`config.mk`:
```
export PLATFORM = sky130hd
export DESIGN_NAME = video_pattern_engine
export DESIGN_NICKNAME = d
export VERILOG_FILES = /design/src/rtl/video_pattern_pkg.sv /design/src/rtl/pattern_box_tracker.sv /design/src/rtl/video_pattern_engine.sv
export SDC_FILE = /design/constraint.sdc
export NUM_CORES = 1
export LEC_CHECK = 0
export BUFFER_PORTS_ARGS = -buffer_cell sky130_fd_sc_hd__clkbuf_2
export CORE_MARGIN = 2
export CORE_UTILIZATION = 44
export CTS_CLUSTER_DIAMETER = 30
export CTS_CLUSTER_SIZE = 20
export DETAILED_ROUTE_END_ITERATION = 8
export SLEW_MARGIN = 25
export SYNTH_ARGS = -nofsm -noshare
export SYNTH_HDL_FRONTEND = slang
export SYNTH_SLANG_ARGS = --single-unit
```
`constraint.sdc`:
```
create_clock -name clk -period 9.42 [get_ports clk]
set_clock_uncertainty 0.2 [all_clocks]
set_input_delay 1.884 -clock clk [delete_from_list [all_inputs] [get_ports clk]]
set_output_delay 1.884 -clock clk [all_outputs]
set_load 0.05 [all_outputs]
```
`src/rtl/video_pattern_pkg.sv`:
```
// ----------------------------------------------------------------------------
// video_pattern_pkg
// Shared constants for the video pattern engine: pattern mode codes and the
// colour palette. Colours are kept as 3-bit {R,G,B} on/off masks so the top
// level can expand them to any channel width (each set bit becomes a
// full-scale channel).
// ----------------------------------------------------------------------------
package video_pattern_pkg;

   // Pattern modes (codes 5..7 render black)
   localparam logic [2:0] MODE_SOLID = 3'd0;
   localparam logic [2:0] MODE_BARS  = 3'd1;
   localparam logic [2:0] MODE_CHECK = 3'd2;
   localparam logic [2:0] MODE_GRAD  = 3'd3;
   localparam logic [2:0] MODE_BOX   = 3'd4;

   // Palette as {R,G,B} channel-enable masks
   localparam logic [2:0] RGB_WHITE   = 3'b111;
   localparam logic [2:0] RGB_YELLOW  = 3'b110;
   localparam logic [2:0] RGB_CYAN    = 3'b011;
   localparam logic [2:0] RGB_GREEN   = 3'b010;
   localparam logic [2:0] RGB_MAGENTA = 3'b101;
   localparam logic [2:0] RGB_RED     = 3'b100;
   localparam logic [2:0] RGB_BLUE    = 3'b001;
   localparam logic [2:0] RGB_BLACK   = 3'b000;

   // Colour-bar order, left to right
   function automatic logic [2:0] bar_rgb(input logic [2:0] idx);
      logic [2:0] m;
      case (idx)
         3'd0:    m = RGB_WHITE;
         3'd1:    m = RGB_YELLOW;
         3'd2:    m = RGB_CYAN;
         3'd3:    m = RGB_GREEN;
         3'd4:    m = RGB_MAGENTA;
         3'd5:    m = RGB_RED;
         3'd6:    m = RGB_BLUE;
         default: m = RGB_BLACK;
      endcase
      return m;
   endfunction

endpackage

```
`src/rtl/pattern_box_tracker.sv`:
```
// ----------------------------------------------------------------------------
// pattern_box_tracker
// Position and bounce state of the moving box. Each axis steps by one pixel
// per frame start and reverses at its bound, taking the reversed step in the
// same update.
// Ports:
//   clk, rst_n : clock, async active-low reset
//   fs         : frame-start strobe; one step per pulse
//   box_x/y    : top-left corner of the box. While fs is high these already
//                show the stepped position, so the frame-start pixel is
//                drawn with the new box.
// ----------------------------------------------------------------------------
module pattern_box_tracker
   import video_pattern_pkg::*;
#(
   parameter int COL_ADDR_WIDTH = 11,
   parameter int ROW_ADDR_WIDTH = 10,
   parameter int MAX_COL        = 1280,
   parameter int MAX_ROW        = 1024,
   parameter int BOX_SIZE       = 64
) (
   input  logic                      clk,
   input  logic                      rst_n,
   input  logic                      fs,
   output logic [COL_ADDR_WIDTH-1:0] box_x,
   output logic [ROW_ADDR_WIDTH-1:0] box_y
);

   localparam logic [COL_ADDR_WIDTH-1:0] X_LIM = COL_ADDR_WIDTH'(MAX_COL - BOX_SIZE);
   localparam logic [ROW_ADDR_WIDTH-1:0] Y_LIM = ROW_ADDR_WIDTH'(MAX_ROW - BOX_SIZE);

   logic [COL_ADDR_WIDTH-1:0] r_x, w_x_nxt;
   logic [ROW_ADDR_WIDTH-1:0] r_y, w_y_nxt;
   logic                      r_dx, r_dy;     // 1 = right / down
   logic                      w_dx_nxt, w_dy_nxt;

   always_comb begin
      // direction flips when sitting on the bound it is heading toward
      w_dx_nxt = r_dx;
      if (r_dx && (r_x == X_LIM))     w_dx_nxt = 1'b0;
      else if (!r_dx && (r_x == '0))  w_dx_nxt = 1'b1;
      w_dy_nxt = r_dy;
      if (r_dy && (r_y == Y_LIM))     w_dy_nxt = 1'b0;
      else if (!r_dy && (r_y == '0))  w_dy_nxt = 1'b1;
      w_x_nxt = w_dx_nxt ? r_x + 1'b1 : r_x - 1'b1;
      w_y_nxt = w_dy_nxt ? r_y + 1'b1 : r_y - 1'b1;
   end

   always_ff @(posedge clk or negedge rst_n) begin
      if (!rst_n) begin
         r_x  <= '0;
         r_y  <= '0;
         r_dx <= 1'b1;
         r_dy <= 1'b1;
      end else if (fs) begin
         r_x  <= w_x_nxt;
         r_y  <= w_y_nxt;
         r_dx <= w_dx_nxt;
         r_dy <= w_dy_nxt;
      end
   end

   assign box_x = fs ? w_x_nxt : r_x;
   assign box_y = fs ? w_y_nxt : r_y;

endmodule

```
`src/rtl/video_pattern_engine.sv`:
```
// ----------------------------------------------------------------------------
// video_pattern_engine
// Multi-mode test-pattern source. Each next_pixel request for (row, col)
// returns a registered RGB pixel one cycle later. Mode changes are latched
// only at frame start (request for pixel 0,0) so frames are never torn.
// Ports:
//   clk, rst_n     : clock, async active-low reset
//   next_pixel     : pixel request strobe
//   row_address    : requested row
//   col_address    : requested column
//   mode_sel       : requested pattern mode, sampled at frame start
//   data_out       : {R,G,B} pixel, held between requests
//   mode_active    : mode currently rendered
//   frame_count    : frame starts since reset, wraps at 2^16
// ----------------------------------------------------------------------------
module video_pattern_engine
   import video_pattern_pkg::*;
#(
   parameter int                    CH_WIDTH       = 8,
   parameter int                    DATA_WIDTH     = 3*CH_WIDTH,
   parameter int                    ROW_ADDR_WIDTH = 10,
   parameter int                    COL_ADDR_WIDTH = 11,
   parameter int                    MAX_ROW        = 1024,
   parameter int                    MAX_COL        = 1280,
   parameter int                    CHECK_LOG2     = 5,
   parameter int                    BOX_SIZE       = 64,
   parameter logic [DATA_WIDTH-1:0] SOLID_COLOR    = 24'h808080
) (
   input  logic                      clk,
   input  logic                      rst_n,
   input  logic                      next_pixel,
   input  logic [ROW_ADDR_WIDTH-1:0] row_address,
   input  logic [COL_ADDR_WIDTH-1:0] col_address,
   input  logic [2:0]                mode_sel,
   output logic [DATA_WIDTH-1:0]     data_out,
   output logic [2:0]                mode_active,
   output logic [15:0]               frame_count
);

   localparam int BAR_W = MAX_COL / 8;

   logic [DATA_WIDTH-1:0]     r_data;
   logic [2:0]                r_mode;
   logic [15:0]               r_frame;

   logic                      w_in_range, w_fs, w_in_box;
   logic [2:0]                w_mode, w_bar_idx;
   logic [DATA_WIDTH-1:0]     w_pix;
   logic [COL_ADDR_WIDTH-1:0] w_box_x;
   logic [ROW_ADDR_WIDTH-1:0] w_box_y;

   // Expand an {R,G,B} mask to full-scale channels
   function automatic logic [DATA_WIDTH-1:0] rgb_px(input logic [2:0] m);
      return {{CH_WIDTH{m[2]}}, {CH_WIDTH{m[1]}}, {CH_WIDTH{m[0]}}};
   endfunction

   assign w_in_range = (32'(row_address) < 32'(MAX_ROW)) &&
                       (32'(col_address) < 32'(MAX_COL));
   assign w_fs       = next_pixel && w_in_range &&
                       (row_address == '0) && (col_address == '0);
   // the frame-start pixel already uses the newly requested mode
   assign w_mode     = w_fs ? mode_sel : r_mode;

   pattern_box_tracker #(
      .COL_ADDR_WIDTH (COL_ADDR_WIDTH),
      .ROW_ADDR_WIDTH (ROW_ADDR_WIDTH),
      .MAX_COL        (MAX_COL),
      .MAX_ROW        (MAX_ROW),
      .BOX_SIZE       (BOX_SIZE)
   ) u_box (
      .clk   (clk),
      .rst_n (rst_n),
      .fs    (w_fs),
      .box_x (w_box_x),
      .box_y (w_box_y)
   );

   // Bar index from a ladder of constant thresholds instead of a divider
   always_comb begin
      w_bar_idx = '0;
      for (int i = 1; i < 8; i++)
         if (32'(col_address) >= 32'(i*BAR_W)) w_bar_idx = 3'(i);
   end

   assign w_in_box = (col_address >= w_box_x) &&
                     (32'(col_address) < 32'(w_box_x) + 32'(BOX_SIZE)) &&
                     (row_address >= w_box_y) &&
                     (32'(row_address) < 32'(w_box_y) + 32'(BOX_SIZE));

   always_comb begin
      w_pix = '0;
      case (w_mode)
         MODE_SOLID: w_pix = SOLID_COLOR;
         MODE_BARS:  w_pix = rgb_px(bar_rgb(w_bar_idx));
         MODE_CHECK: w_pix = rgb_px((col_address[CHECK_LOG2] ^ row_address[CHECK_LOG2])
                                    ? RGB_WHITE : RGB_BLACK);
         MODE_GRAD:  w_pix = {3{col_address[CH_WIDTH-1:0]}};
         MODE_BOX:   w_pix = rgb_px(w_in_box ? RGB_WHITE : RGB_BLUE);
         default:    w_pix = rgb_px(RGB_BLACK);
      endcase
   end

   always_ff @(posedge clk or negedge rst_n) begin
      if (!rst_n) begin
         r_data  <= '0;
         r_mode  <= MODE_SOLID;
         r_frame <= '0;
      end else begin
         if (next_pixel) r_data <= w_in_range ? w_pix : '0;
         if (w_fs) begin
            r_mode  <= mode_sel;
            r_frame <= r_frame + 16'd1;
         end
      end
   end

   assign data_out    = r_data;
   assign mode_active = r_mode;
   assign frame_count = r_frame;

endmodule

```
==> impl_metrics.tcl <==
set metrics [dict create \
    tightest_slew_ns 0.911 \
    cts_root_buf "clkbuf_8" \
    io_buffers 69 \
    fin_tns_setup_ns 0 \
    status "complete, no violations" \
    min_period_ns 6.12 \
    leakagePower_uw 0.00265 \
    whs_ns 0.274 \
    area_growth_pct 13.5 \
    crit_cells 19 \
    synth.distinct_cells 64 \
    synth_top_cell_area_share_pct 33.2 \
    grt_pass1_vias 4178 \
    r2r-end "data_out[22]" \
    setup.worst_path.end "data_out[22]" \
    cts.path.max_buffers 2 \
    wirelength_mm 12.0 \
    yosysSeqAreaShare_pct 34.2 \
    final_max_slew_viol_count 0 \
    timing_hold_violations_final 0 \
    dp_hpwl_mm 8.99 \
    cp_slowest_cell "a2bb2oi_1" \
    vias 4260 \
    track_usage_pct 21.4 \
    via_per_inst 5.72 \
    r2r_slack_ns 3.30 \
    cpMostUsedCell "o21ai_0" \
    cts_resized 0 \
    required_ns 9.50 \
    synth_cells 535 \
    layout_commonest_cell "clkbuf_2" \
    grt_pass1_wl_mm 20.1 \
    synthTopCellsByArea "dfrtp_1, ha_1, xnor2_1" \
    dieArea_mm2 0.0118 \
    cp-startpoint "u_box.r_x[1]" \
    ys.flop_type "dfrtp_1" \
    cp.arrival_ns 6.20 \
    cts_tree "built" \
    worstPathMaxFanout 9 \
    irDropWorstVdd_mv 0.0718 \
    stdcell_count 745 \
    nets 679 \
    worst_r2r_path_depth 19 \
    clkTransAtPathRegs_ns 0.08 \
    fillers 1025 \
    cts_setup_buffers 0 \
    endpoint_kind "register" \
    insertedDiodeCount 0 \
    antenna_found_initial 0 \
    synth_area_mm2 0.00483 \
    synth-edff-count 0 \
    pin_count 70 \
    setup_viol 0 \
    grt_overflow_total 0 \
    wl_per_cell_um 16.1 \
    htreeDepth 3 \
    rsz0062_at_grt "false" \
    path_class "reg2reg" \
    yosysWarnings 0 \
    firstDrtPassIters 5 \
    avgSynthCellArea_um2 9.03 \
    ys_ff_latch 66 \
    start_util_pct 44.7 \
    layout_common_cells "clkbuf_2, dfrtp_1, ha_1" \
    r2r_start "u_box.r_x[1]" \
    powerDensity_mw_per_mm2 104 \
    drive_gt1_share_pct 16.2 \
    crit_chain "nor4_1, nand3_1, a2bb2oi_1, inv_1, ha_1, o21ai_0, o21ai_0, a31oi_1, or3b_2, a31oi_1, inv_1, o31a_1, ha_1, a2111oi_0, o21ai_0, o21ai_0, o2111ai_2, a21oi_4, a221o_1" \
    drtAntennaViolNets 0 \
    cts_hold_buffers 0 \
    fin_crit_sh_pct 65.0 \
    worst_path_dominant_cell_family "compound AO/OA/AOI/OAI gates" \
    globalplace.congestion 0.845 \
    place_inst 729 \
    synth_async_sr_flop_share_pct 100 \
    grt_max_degree 67 \
    dieHeight_um 109 \
    drv_cap 0 \
    fin_util_pct 50.8 \
    clk_latency_ns 0.35 \
    max_stage_delay_ns 0.60 \
    cts.sinks 66 \
    fmax_mhz 163 \
    syn-num-nets 614 \
    synth_area_leader_cell "dfrtp_1" \
    placementRows 38 \
    critPathBufInv 2 \
    coreArea_mm2 0.0108 \
    holdCritPathClass "reg2reg" \
    drc 0 \
    crit_path_start_kind "register" \
    cts_buffers 9 \
    drt_iter0_markers 217 \
    slew_headroom_pct 39.1 \
    fp.dieW_um 109 \
]
synth_stat cells (3+ instances only):
master     number
nand3_1        13
o2bb2ai_1       8
o21ai_0        28
a21oi_1        18
dfrtp_1        64
a21boi_0        7
inv_1          47
clkbuf_1       12
mux2i_1         5
nand4_1         8
a211oi_1        9
nor4_1          9
a31oi_1         9
nor2b_1         8
xnor2_1        32
nand2_1        49
a221o_1        15
nor3b_1         3
nor2_1         37
xor2_1          7
nand2b_1        5
and2_1          5
and3_1          5
a21o_1          4
o21a_1          9
o21bai_1        3
ha_1           50
o211ai_1        4
nor3_1         13
metal layers:
layer | track usage, % | routed length [um]
met5 | 0 | 0
met4 | 8.24 | 259
met3 | 3.35 | 564
met2 | 35.1 | 5640
met1 | 28.4 | 5540
worst min-delay path by stage:
stage | startpoint | to | slack, ns | cells after the start
after detailed placement | frame_count[15] | frame_count[15] | 0.27 | 1
after global placement | frame_count[15] | frame_count[15] | 0.26 | 1
after floorplan | u_box.r_dy | u_box.r_dy | 0.27 | 2
after CTS | frame_count[15] | frame_count[15] | 0.27 | 1
after global routing | frame_count[15] | frame_count[15] | 0.30 | 1
final | frame_count[15] | frame_count[15] | 0.27 | 1
worst reg2reg max path, stage by stage (launching register included):
cell and delay (ns):
dfrtp_1 0.42, nor4_1 0.50, nand3_1 0.13, a2bb2oi_1 0.60, inv_1 0.36, ha_1 0.53, o21ai_0 0.19, o21ai_0 0.22
a31oi_1 0.10, or3b_2 0.48, a31oi_1 0.37, inv_1 0.12, o31a_1 0.31, ha_1 0.20, a2111oi_0 0.32, o21ai_0 0.14
o21ai_0 0.12, o2111ai_2 0.25, a21oi_4 0.32, a221o_1 0.16
per-stage QoR:
stage          setup slack, ns  total power, uW  instance area [um2]
2_1_floorplan             3.41              319                 4830
3_3_place_gp              3.16              342                 5300
3_5_place_dp              3.08              343                 5300
4_1_cts                   3.28              578                 5480
5_1_grt                   2.76              597                 5480
6_report                  3.30              571                 5480
where the power goes:
group          internal [uW]  switching, uW
Sequential               284          0.811
Clock                    122            112
Combinational           17.0           35.2
cell type report:
cell class / instances / area [um2] / share of cell area, %
multi-input combinational: 405 / 2930 / 53.4
tap: 140 / 175 / 3.19
timing repair buffer: 71 / 360 / 6.57
sequential: 66 / 1650 / 30.2
clock inverter: 5 / 55.1 / 1.00
clock buffer: 11 / 131 / 2.40
inverter: 47 / 176 / 3.22
registers in the layout, summed over array words and instances, names as in the netlist:
name / count
data_out: 24
frame_count: 16
mode_active: 3
u_box.r_dx: 1
u_box.r_dy: 1
u_box.r_x: 11
u_box.r_y: 10
cells by family (layout without fill, tap and decap cells):
logic type | Yosys count | in the layout | synth area share, %
AO/OA/AOI/OAI | 140 | 140 | 21.2
XOR/XNOR | 39 | 39 | 7.07
adder cells (fa/ha/maj) | 53 | 53 | 14.0
flip-flops | 66 | 66 | 34.2
buffers and inverters | 64 | 134 | 5.18
multiplexers | 7 | 7 | 1.50
AND/OR/NAND/NOR | 166 | 166 | 16.8
(Power assumes the default switching activity.)
